$ cat src/rtl/phase_sequencer.sv
// Five-phase instruction sequencer with a debounced exec button, run/step/stop, HLT and IN suspension.
// Latency: press pulse 2 sync + DEBOUNCE_CYCLES cycles after exec settles high; all outputs registered.
module phase_sequencer #(
    parameter int DEBOUNCE_CYCLES = 8
) (
    input  logic        clock,
    input  logic        reset,
    input  logic        exec,
    input  logic        step_mode,
    input  logic        is_hlt,
    input  logic        is_in,
    output logic [4:0]  phase,
    output logic        running,
    output logic        system_stopped,
    output logic        in_wait,
    output logic        halted,
    output logic [15:0] instr_count
);

    localparam int CW = (DEBOUNCE_CYCLES < 2) ? 1 : $clog2(DEBOUNCE_CYCLES);

    localparam logic [4:0] P1 = 5'b00001;
    localparam logic [4:0] P2 = 5'b00010;
    localparam logic [4:0] P3 = 5'b00100;
    localparam logic [4:0] P4 = 5'b01000;
    localparam logic [4:0] P5 = 5'b10000;

    typedef enum logic [2:0] {
        ST_STOPPED,
        ST_RUN,
        ST_STEP,
        ST_IN_WAIT,
        ST_HALTED
    } state_t;

    state_t          state, state_nxt;
    logic [4:0]      phase_nxt;
    logic            stop_req, stop_nxt;
    logic            origin_step, origin_nxt;
    logic [15:0]     count_nxt;

    logic            sync1, sync2;
    logic [CW-1:0]   db_cnt;
    logic            armed;
    logic            press;

    // armed records that a 0 has been seen since the last pulse, so one press yields one pulse
    always_ff @(posedge clock or negedge reset) begin
        if (!reset) begin
            sync1  <= 1'b0;
            sync2  <= 1'b0;
            db_cnt <= '0;
            armed  <= 1'b1;
            press  <= 1'b0;
        end else begin
            sync1 <= exec;
            sync2 <= sync1;
            press <= 1'b0;
            if (!sync2) begin
                db_cnt <= '0;
                armed  <= 1'b1;
            end else if (armed) begin
                if (db_cnt == CW'(DEBOUNCE_CYCLES - 1)) begin
                    press  <= 1'b1;
                    armed  <= 1'b0;
                    db_cnt <= '0;
                end else begin
                    db_cnt <= db_cnt + 1'b1;
                end
            end
        end
    end

    always_comb begin
        state_nxt  = state;
        phase_nxt  = phase;
        stop_nxt   = stop_req;
        origin_nxt = origin_step;
        count_nxt  = instr_count;
        case (state)
            ST_STOPPED, ST_HALTED: begin
                if (press) begin
                    state_nxt = step_mode ? ST_STEP : ST_RUN;
                    phase_nxt = P1;
                    stop_nxt  = 1'b0;
                end
            end
            ST_RUN, ST_STEP: begin
                if (state == ST_RUN && press)
                    stop_nxt = 1'b1;
                phase_nxt = {phase[3:0], phase[4]};
                if (phase == P2 && is_hlt) begin
                    state_nxt = ST_HALTED;
                    phase_nxt = '0;
                    stop_nxt  = 1'b0;
                end else if (phase == P3 && is_in) begin
                    state_nxt  = ST_IN_WAIT;
                    phase_nxt  = '0;
                    origin_nxt = (state == ST_STEP);
                end else if (phase == P5) begin
                    count_nxt = instr_count + 16'd1;
                    // a press landing on p5 already shows in stop_nxt, so it stops at this boundary
                    if (state == ST_STEP || stop_nxt) begin
                        state_nxt = ST_STOPPED;
                        phase_nxt = '0;
                        stop_nxt  = 1'b0;
                    end
                end
            end
            ST_IN_WAIT: begin
                if (press) begin
                    state_nxt = origin_step ? ST_STEP : ST_RUN;
                    phase_nxt = P4;
                end
            end
            default: begin
                state_nxt = ST_STOPPED;
                phase_nxt = '0;
                stop_nxt  = 1'b0;
            end
        endcase
    end

    always_ff @(posedge clock or negedge reset) begin
        if (!reset) begin
            state          <= ST_STOPPED;
            phase          <= '0;
            stop_req       <= 1'b0;
            origin_step    <= 1'b0;
            instr_count    <= '0;
            running        <= 1'b0;
            system_stopped <= 1'b1;
            in_wait        <= 1'b0;
            halted         <= 1'b0;
        end else begin
            state          <= state_nxt;
            phase          <= phase_nxt;
            stop_req       <= stop_nxt;
            origin_step    <= origin_nxt;
            instr_count    <= count_nxt;
            running        <= (state_nxt == ST_RUN) || (state_nxt == ST_STEP);
            system_stopped <= !((state_nxt == ST_RUN) || (state_nxt == ST_STEP));
            in_wait        <= (state_nxt == ST_IN_WAIT);
            halted         <= (state_nxt == ST_HALTED);
        end
    end

endmodule

$ cat config.mk
export PLATFORM = sky130hd
export DESIGN_NAME = phase_sequencer
export DESIGN_NICKNAME = d
export VERILOG_FILES = /design/src/rtl/phase_sequencer.sv
export SDC_FILE = /design/constraint.sdc
export NUM_CORES = 1
export LEC_CHECK = 0
export CAP_MARGIN = 40
export CORE_UTILIZATION = 41
export DETAILED_ROUTE_END_ITERATION = 8
export HOLD_SLACK_MARGIN = 0.02
export PLACE_DENSITY_LB_ADDON = 0.2
export SYNTH_ARGS = -nofsm -noshare
export SYNTH_HDL_FRONTEND = slang
export SYNTH_SLANG_ARGS = --single-unit
$ cat constraint.sdc
create_clock -name clock -period 2.9 [get_ports clock]
set_input_delay 0.725 -clock clock [delete_from_list [all_inputs] [get_ports clock]]
set_output_delay 0.725 -clock clock [all_outputs]
set_load 0.03 [all_outputs]
Word level (Yosys, flattened, before mapping):

Index checks and enable logic that the tools add are counted.

* register bits: 37
* bits of input ports: 6
* output and inout bits: 25
* word-level logic and storage cells: 80

* add/sub/neg operators: 2
* eq/ne operators: 15
* muxes and demuxes: 33
* bitwise gates (word level): 3
* reduce and logical (&&, ||, !) cells: 13

Operators by type and width (count)
* two-way mux 5 bit: 6
* two-way mux 3 bit: 9
* adder 16 x 1 -> 16 bit (second input constant): 1
* one-hot mux 5 bit (3 select lines): 1
* two-way mux 1 bit: 13
* == test 3 x 2 -> 1 bit (second input constant): 4
* == test 3 bit (second input constant): 3
* one-hot mux 3 bit (3 select lines): 1
* == test 3 x 1 -> 1 bit (second input constant): 2
* == test 5 x 2 -> 1 bit (second input constant): 1
* == test 5 x 3 -> 1 bit (second input constant): 1
* == test 5 bit (second input constant): 1
* two-way mux 2 bit: 2
* inequality test 2 bit (second input constant): 2
* AND reduction 2 bit: 2
* AND reduction 4 bit: 1
* OR reduction 2 bit: 2
* adder 3 x 1 -> 3 bit (second input constant): 1
* logical AND 1 bit: 3
* zero test 3 bit: 1
* inverter 1 bit: 3
* one-hot mux 1 bit (3 select lines): 1
* AND reduction 3 bit: 1
* logical OR 1 bit: 2
* other kinds (2): 2

Depth between registers and ports, before layout:

Gate-level depths: netlist (run 1).

* depth after elaboration: 13
* mapped depth: 7
* depth with buffers taken out: 5

Least setup slack after synthesis (run 1):

No wires, ideal clock.

* path kind: reg-to-reg
* start point: register phase[2]
* end point: register instr_count[15]
* library setup time: 0.080 ns
* arrival time: 2.185 ns
* required time: 2.820 ns
* path slack: 0.635 ns
* cell stages (with the launch flop): 7
* buffers on the path: 1
* period minus slack after synthesis: 2.265 ns
* cells stage by stage: dfrtp_1 or3_4 a2111o_1 or3_1 buf_6 nor3_2 xor2_1

* word-level cells in the longest chain between the ends: 4
* elaborated cells between the ends (all ways): 8
* classes of those cells: eq/ne (3); bitwise (2); reduce/logical (3)

RTL lines
* start, declared: line 12 `output logic [4:0] phase,`
* start signal, assigned: line 137 `phase <= phase_nxt;`
* == test 5 x 3 -> 1 bit or == test 5 x 2 -> 1 bit (tied branches): line 96, 92
* logical AND 1 bit (on tied branches): line 96, 92
* inverter 1 bit (no line)
* AND reduction 4 bit (no line) (*)
* end signal, assigned: line 140 `instr_count <= count_nxt;`
* end, declared: line 17 `output logic [15:0] instr_count`

Mark *: on every way between the ends. The rest lies on a longest branch, timed or not.
A chain may end at the register's enable or synchronous reset.

Worst setup path in the final report (run 1):

* start point: register state[1]
* end point: register instr_count[8]

* word-level cells in the longest chain between the ends: 3
* elaborated cells between the ends (all ways): 4
* classes of those cells: eq/ne (2); reduce/logical (2)

RTL lines
* start, declared: line 36 `state_t state, state_nxt;`
* start signal, assigned: line 136 `state <= state_nxt;`
* == test 3 x 1 -> 1 bit or == test 3 x 2 -> 1 bit (tied branches): line 80 `case (state)`
* OR reduction 2 bit (*): line 80
* AND reduction 4 bit (no line) (*)

Marked as above.

==> qor.yml, run 1 <==
outcome:
  status: "complete, no violations"
synthesis:
  synth_warnings: 0
  ys_seq_area_frac: 0.525
  ys_async_sr_fraction: 1.00
  synth_area_leaders: "dfrtp_1 (50%), xnor2_1 (4.5%), nand2_1 (4.2%), xor2_1 (4.0%), nor2_1 (3.2%)"
  synth_flop_cell: "dfrtp_1"
  synth_most_common_cell: "dfrtp_1"
  ys_types: 42
  syn_inst: 170
  yosysTopAreaCell: "dfrtp_1"
  synth.avg_cell_area_um2: 10.4
  netlist_area_um2: 1770
  synthDominantCellAreaShare: 0.495
  yosys_register_bits: 37
  synth_nets: 179
  synth_commonest_cells: "dfrtp_1 (35), nand2_1 (20), nor2_1 (15)"
  synth_edf_count: 0
pwr:
  clock_power_share: 0.199
  sw_frac_of_total: 0.390
  leakage_uw: 0.000964
  combPwrFrac: 0.377
  power_density_nw_per_um2: 803
  p_int_uw: 1080
  seqPwrFrac: 0.425
  p_sw_uw: 691
  ir_drop_v: 0.000410
finish:
  fin_cells: 255
  drive_above_1_share: 0.0732
  syn_to_final_growth_pct: 24.8
  fin_nets: 213
  n_antenna_cell: 0
detailed_routing:
  antenna_left: 0
  totalWireLength_um: 3550
  via_count: 1350
  drt_iter0_markers: 69
  detail_route.wl_per_cell_um: 13.9
  detailedRoute.firstPassIterationCount: 4
  drc: 0
  viasPerCell: 5.29
setup_path:
  critPathCapture: "instr_count[8]"
  cp-end-kind: "register"
  reg2reg_from: "state[1]"
  worstPathArrival_ns: 2.53
  r2r_setup_slack_ns: 0.59
  critPathKind: "reg -> reg"
  startpoint: "state[1]"
  r2r_end: "instr_count[8]"
  critPathLaunchType: "register"
  cp.required_ns: 3.12
  crit_fanout: 17
  worstRegToRegCells: 5
sta:
  setup_tns_ns: 0
  whs_ns: 0.357
  fmax_mhz: 433
  layout_setup_ws_ns: 0.591
  worst_pin_slew_ns: 0.523
  skew_ns: 0.00968
  slew_viol_final: 0
  min_period_ns: 2.31
  grt_setup_unrepaired: "false"
  finalHoldViolCount: 0
  setup_violations: 0
  relSlewSlack: 0.649
  fin_crit_sh: 0.796
placement:
  place_congestion: 0.864
  placedCellCount: 247
  portBuffers: 30
  pre_cts_ws_ns: 0.565
  hpwl_um: 2550
die:
  io_pins: 31
  dieHeight_um: 67.7
  core-area_um2: 4060
  num_rows: 23
  die-area_um2: 4580
  start_util: 0.436
  die_w_um: 67.7
clock_tree:
  cts-root-buf: "clkbuf_8"
  post_cts_buffers: 0
  cts_buffers: 5
  cts_tree: "done"
  numClockSinks: 37
  htree_levels: 2
  worst_skew_pair.late_latency_ns: 0.29
  cts_buffer_depth: 2
  cts_hold_buf: 0
  path_clk_slew_ns: 0.08
  post_cts_resized: 0
min_path:
  hold_class: "reg -> reg"
global_route:
  grt_pass1_wl_um: 5690
  grt_pass1_vias: 1283
  antenna_found_initial: 0
  grt.overflow.total: 0
  grt_usage: 0.171
  grt_max_degree: 38
run:
  maxCapViolCount: 0
==> layer usage <==
metal / GRT usage / share of wire / up-vias
met5: 0 / 0 / -
met4: 0.0718 / 0.012 / 0
met3: 0.0490 / 0.042 / 5
met2: 0.280 / 0.48 / 33
met1: 0.208 / 0.47 / 650
li1: - / - / 662
==> critical path: stages, from the launching register on <==
cell      delay (ns)
dfrtp_1         0.55
nand2b_1        0.27
a2111o_1        0.51
nor3_1          0.49
and4_1          0.27
xor2_1          0.14
==> sequential cells by signal, indices dropped and copies added (netlist names) <==
name / flops
armed: 1
db_cnt: 3
halted: 1
in_wait: 1
instr_count: 16
origin_step: 1
phase: 5
press: 1
running: 1
state: 3
stop_req: 1
sync1: 1
sync2: 1
system_stopped: 1
==> power by group through the flow <==
stage / clock (uW) / combinational (uW) / sequential [uW]
after floorplan: 0 / 401 / 798
after global placement: 0 / 655 / 754
after detailed placement: 0 / 673 / 760
after CTS: 360 / 674 / 750
after global routing: 386 / 730 / 771
final: 352 / 667 / 753
==> how the worst min path moves through the flow <==
| stage | from | endpoint | slack (ns) | cells after the start |
|---|---|---|---|---|
| finish | sync1 | sync2 | 0.36 | 0 |
| floorplan | sync1 | sync2 | 0.33 | 0 |
| global route | sync1 | sync2 | 0.36 | 0 |
| detailed placement | sync1 | sync2 | 0.34 | 0 |
| global placement | sync1 | sync2 | 0.34 | 0 |
| CTS | sync1 | sync2 | 0.36 | 0 |
==> layout by cell type (no fill, tap or decap), types with 2 or more instances in the layout <==
cell type	count
nor2_1	15
clkdlybuf4s50_1	30
nor2b_1	6
and2_1	3
xor2_1	8
buf_4	2
nor3_1	5
xnor2_1	9
dfrtp_1	35
nor3b_1	2
o21ai_0	5
nand4_1	3
ha_1	3
nand3_1	4
o21a_1	2
inv_1	2
clkinv_2	2
dfstp_2	2
and4_1	3
mux2i_1	2
a22o_1	2
nand2b_1	5
a21oi_1	6
nand3b_1	2
nand2_1	20
clkbuf_8	5
o22ai_1	3
nor4_1	2
==> metrics by stage <==
stage                     area, um^2  utilization  total power, uW
after CTS                       2210        0.544             1780
after global placement          2120        0.523             1410
after global routing            2210        0.544             1890
after floorplan                 1770            -             1200
final                           2210        0.544             1770
after detailed placement        2120        0.523             1430
==> layout make-up <==
class,count,area (um^2)
sequential,37,928
multi-input combinational,126,807
timing repair buffer,32,315
inverter,2,7.51
clock buffer,5,68.8
tap,50,62.6
fill,381,1850
clock inverter,3,17.5
==> cells by family after synthesis <==
| family | after synthesis | synth area share |
|---|---|---|
| xor+xnor | 17 | 0.0842 |
| fa+ha+maj | 4 | 0.0269 |
| buf+inv | 7 | 0.0191 |
| compound gates | 28 | 0.111 |
| flops | 37 | 0.525 |
| mux | 2 | 0.0113 |
| simple gates | 75 | 0.223 |
(Power assumes the default switching activity.)
==> inputs of run 2 (changes only) <==
==> constraint.sdc (replaced) <==
create_clock -name clock -period 2.16 [get_ports clock]
set_input_delay 0.54 -clock clock [delete_from_list [all_inputs] [get_ports clock]]
set_output_delay 0.54 -clock clock [all_outputs]
set_load 0.03 [all_outputs]
==> run 2 against run 1 <==
- power grew 44%
- hold slack got worse by 0.0092 ns
- register-to-register slack worse by 0.50 ns
- routed wire length is 10% higher
- largest cell class unchanged
- critical path depth increased by 2
- clock power up 49%
- final area rose by 5.3%
- fmax up 11%
- final cell count up 4.7%
==> qor.yml, run 2 (synthesis gave the netlist of run 1 again) <==
placement:
  pre_cts_ws_ns: 0.0578
  hpwl_um: 2830
  portBuffers: 30
  placedCellCount: 259
  place_congestion: 0.833
detailed_routing:
  via_count: 1453
  viasPerCell: 5.44
  totalWireLength_um: 3910
  antenna_left: 0
  detailedRoute.firstPassIterationCount: 4
  detail_route.wl_per_cell_um: 14.7
  drt_iter0_markers: 124
  drc: 0
clock_tree:
  worst_skew_pair.late_latency_ns: 0.29
  cts-root-buf: "clkbuf_8"
  htree_levels: 2
  cts_tree: "done"
  cts_buffer_depth: 2
  cts_hold_buf: 0
  path_clk_slew_ns: 0.07
  numClockSinks: 37
  cts_buffers: 5
die:
  num_rows: 23
  io_pins: 31
  die-area_um2: 4580
  core-area_um2: 4060
  die_w_um: 67.7
  dieHeight_um: 67.7
  start_util: 0.436
setup_path:
  path_cells: "or3_4, a2111o_1, buf_4, nor3_2, buf_4, and4_1, xor2_1"
  critPathLaunchType: "register"
  critPathCapture: "instr_count[8]"
  cp-end-kind: "register"
  critPathKind: "reg -> reg"
  path_buf_inv: 2
  worstPathArrival_ns: 2.29
  worstRegToRegCells: 7
  cp.required_ns: 2.37
  crit_cells: 7
  r2r_end: "instr_count[8]"
  slowest_delay_ns: 0.41
  startpoint: "phase[2]"
  crit_family: "simple AND/OR/NAND/NOR gates"
  reg2reg_from: "phase[2]"
  r2r_setup_slack_ns: 0.09
  crit_slowest_cell: "or3_4"
  cp_common_cell: "buf_4"
  crit_fanout: 5
finish:
  reg_top3: "instr_count: 16 flops, phase: 5 flops"
  regMostFlops: "instr_count"
  syn_to_final_growth_pct: 31.4
  drive_above_1_share: 0.143
  fin_nets: 225
  n_antenna_cell: 0
  mostFrequentLayoutCells: "dfrtp_1 (33), clkdlybuf4s50_1 (30), nand2_1 (20), nor2_1 (15), buf_4 (14)"
  fin_cells: 267
  mostFrequentLayoutCell: "dfrtp_1"
  largest_reg_flops: 16
sta:
  slew_viol_final: 0
  layout_setup_ws_ns: 0.0886
  fmax_mhz: 483
  setup_tns_ns: 0
  setup_violations: 0
  worst_pin_slew_ns: 0.436
  whs_ns: 0.347
  finalHoldViolCount: 0
  fin_crit_sh: 0.959
  min_period_ns: 2.07
  grt_setup_unrepaired: "false"
  skew_ns: 0.00889
  relSlewSlack: 0.710
min_path:
  hold_class: "reg -> reg"
  hold-path-cell-count: 0
global_route:
  antenna_found_initial: 0
  grt_pass1_wl_um: 6420
  grt.overflow.total: 0
  grt_usage: 0.195
  grt_max_degree: 29
  grt_pass1_vias: 1335
pwr:
  clock_power_share: 0.206
  power_density_nw_per_um2: 1100
  p_sw_uw: 948
  sw_frac_of_total: 0.372
  ir_drop_v: 0.000683
  p_int_uw: 1600
  seqPwrFrac: 0.357
  fin_total_pwr_uw: 2550
  leakage_uw: 0.00103
  combPwrFrac: 0.437
outcome:
  status: "complete, no violations"
run:
  maxCapViolCount: 0
## run 2: cell types whose count changed in the layout (fill, tap and decap cells not counted), sizes merged
cell | before | now
clkinv | 2 | 1
buf | 2 | 14
clkinvlp | 1 | 0
clkbuf | 5 | 7
## run 2: per-stage QoR
step | utilization | cell area [um^2]
final | 0.573 | 2320
after global routing | 0.573 | 2320
after CTS | 0.570 | 2310
after detailed placement | 0.545 | 2210
after global placement | 0.545 | 2210
after floorplan | - | 1770
## run 2: how the worst min path moves through the flow
stage           from         to  slack, ns
2_1_floorplan  reset  db_cnt[0]       0.24
3_3_place_gp   sync1      sync2       0.34
3_5_place_dp   sync1      sync2       0.34
4_1_cts        sync1      sync2       0.35
5_1_grt        sync1      sync2       0.36
6_report       sync1      sync2       0.35
## run 2: area by class of cell
type                            count  area (um^2)
Timing Repair Buffer               44          405
Sequential cell                    37          931
Inverter                            2         7.51
Clock buffer                        7         96.3
Fill cell                         360         1730
Tap cell                           50         62.6
Multi-Input combinational cell    126          817
Clock inverter                      1         5.00
## run 2: power by group through the flow
stage	Sequential, uW	Combinational [uW]	Clock [uW]
2_1_floorplan	1070	538	0
3_3_place_gp	912	1090	0
3_5_place_dp	920	1110	0
4_1_cts	908	1110	540
5_1_grt	919	1220	563
6_report	910	1120	525
## run 2: layer usage
| layer | track usage | routed length (um) | vias up |
|---|---|---|---|
| met2 | 0.277 | 1790 | 43 |
| met3 | 0.0456 | 200 | 7 |
| li1 | - | - | 690 |
| met4 | 0.0878 | 57 | 0 |
| met1 | 0.279 | 1870 | 713 |
| met5 | 0 | 0 | - |
## run 2: timing repair
item	in CTS	in global routing
setup buffers	0	0
gates resized for setup	0	2
endpoints found under the setup margin	0	2
==> patch, RTL diff (config.mk and constraints of run 1) <==
Make the reset (`reset`) synchronous in 2 clocked blocks.
--- a/src/rtl/phase_sequencer.sv
+++ b/src/rtl/phase_sequencer.sv
@@ -45,7 +45,7 @@
     logic            press;
 
     // armed records that a 0 has been seen since the last pulse, so one press yields one pulse
-    always_ff @(posedge clock or negedge reset) begin
+    always_ff @(posedge clock) begin
         if (!reset) begin
             sync1  <= 1'b0;
             sync2  <= 1'b0;
@@ -121,7 +121,7 @@
         endcase
     end
 
-    always_ff @(posedge clock or negedge reset) begin
+    always_ff @(posedge clock) begin
         if (!reset) begin
             state          <= ST_STOPPED;
             phase          <= '0;
Formal check against the unedited RTL: no difference found for any inputs over 10 cycles, from zero or initial values and one cycle with reset low; that may be too few to reach the edited logic, so the function may still have changed.
==> patch against run 1 <==
Area after synthesis is 1.3% higher; clock skew is 0.0026 ns lower; sequential cell count stayed put; hold slack better by 0.088 ns; wire length hardly changed; design area is 0.11% higher; setup slack better by 0.10 ns.
Power is not compared: it rests on default switching activity, and its combinational part moved more than twofold at a synthesized area within 25%.
==> patch: results (changes against run 1) <==
status=complete, no violations (unchanged); WL met1=1800 um (was 1657 um); Final nets=235 (was 213); Slowest-stage cell, CP=clkdlybuf4s50_1 (was dfrtp_1); worst slack, placed=0.5110 ns (was 0.5653 ns); Worst Path Max Fanout=6 (was 17); ANT nets after route=0 (unchanged); vias in the first global route=1315 (was 1283); DR WL met3=184 um (was 148 um); max-cap violations=0 (unchanged); worst-margin pin slew=0.4526 ns (was 0.5226 ns); largest cells by area after synthesis=dfxtp_1 41%, nor2_1 6.7%, xnor2_1 4.9% (was dfrtp_1 50%, xnor2_1 4.5%, nand2_1 4.2%); post-place instance area=2123 um^2 (was 2121 um^2); DRC violation total after the first TritonRoute iteration=70 (was 69); synth cell count leaders=37 x dfxtp_1, 32 x nor2_1, 11 x nand2_1 (was 35 x dfrtp_1, 20 x nand2_1, 15 x nor2_1); gpl congestion=0.8294 (was 0.8637); Distinct cells, synth=56 (was 42); grt met2 use=25.25% (was 27.97%); fraction of registers with async set/reset=0% (was 100.0%); clock latency at the later pin of the worst-skew pair=0.29 ns (about the same); R2R Path Start=state[1] (unchanged); part of the Yosys area used for sequential elements=41.31% (was 52.48%); wire length on met2=1514 um (was 1703 um); global-route wire length before repair=6016 um (was 5685 um); Crit path max-delay family=buffers and inverters (was simple AND/OR/NAND/NOR gates); crit path launch=phase[3] (was state[1]); drt wl/cell=12.87 um (was 13.93 um); Critical Path AT=1.48 ns (was 2.53 ns); share of cells above drive strength 1=7.522% (was 7.317%); met3 global-route usage=5.000% (was 4.899%); vias=1506 (was 1350); gr usage total=17.58% (was 17.10%); hold path startpoint=sync1 (unchanged); met1 Usage GRT=24.75% (was 20.85%); Sw Ratio=20.39%; CTS resizes=0 (unchanged); Syn Nets=205 (was 179); Final HPWL DP=2466 um (was 2553 um); max incr delay on CP=0.73 ns (was 0.55 ns); largest net degree at the start of global routing=19 (was 38); worst-case clock skew=0.007073 ns (was 0.009681 ns)
-- patch: cell families after synthesis --
family | Yosys count | share of synthesized area [%]
xor gates and xnor gates | 15 | 7.746
buffers and inverters | 16 | 3.908
adders and majority gates | 4 | 2.652
AOI/OAI and AO/OA | 32 | 13.47
and+or+nand+nor | 89 | 29.24
DFF | 37 | 41.31
muxes | 3 | 1.675
-- patch: path summary, 6_finish.rpt --
check / slack [ns] / endpoint / depth (start not counted)
setup / recovery: 0.69 / phase[3] / 1
hold / removal: 0.44 / sync2 / 1
setup reg to reg: 0.82 / instr_count[13] / 5
hold reg to reg: 0.44 / sync2 / 1
-- patch: through the flow --
step           hold slack (ns)  utilization [%]  power [mW]  instances
2_1_floorplan           0.4118                -      0.5290        196
3_3_place_gp            0.4224            51.96      0.5400        269
3_5_place_dp            0.4309            51.96      0.5402        269
4_1_cts                 0.4499            54.07      0.8992        276
5_1_grt                 0.4835            54.07      0.9181        276
6_report                0.4441            54.07      0.8877        276
-- patch: layout make-up --
| type | instances | area, um^2 |
|---|---|---|
| fillers | 392 | 1877 |
| multi-input cells | 143 | 982.2 |
| flip-flops and latches | 37 | 740.7 |
| repair buffers | 31 | 307.8 |
| clock buffers | 7 | 86.33 |
| well taps | 50 | 62.56 |
| inverters | 8 | 30.03 |
-- patch: power by group through the flow --
stage | Combinational [mW] | Sequential [mW] | Clock [mW]
2_1_floorplan | 0.00741 | 0.522 | 0
3_3_place_gp | 0.0183 | 0.522 | 0
3_5_place_dp | 0.0184 | 0.522 | 0
4_1_cts | 0.0184 | 0.510 | 0.371
5_1_grt | 0.0202 | 0.510 | 0.388
6_report | 0.0182 | 0.510 | 0.359
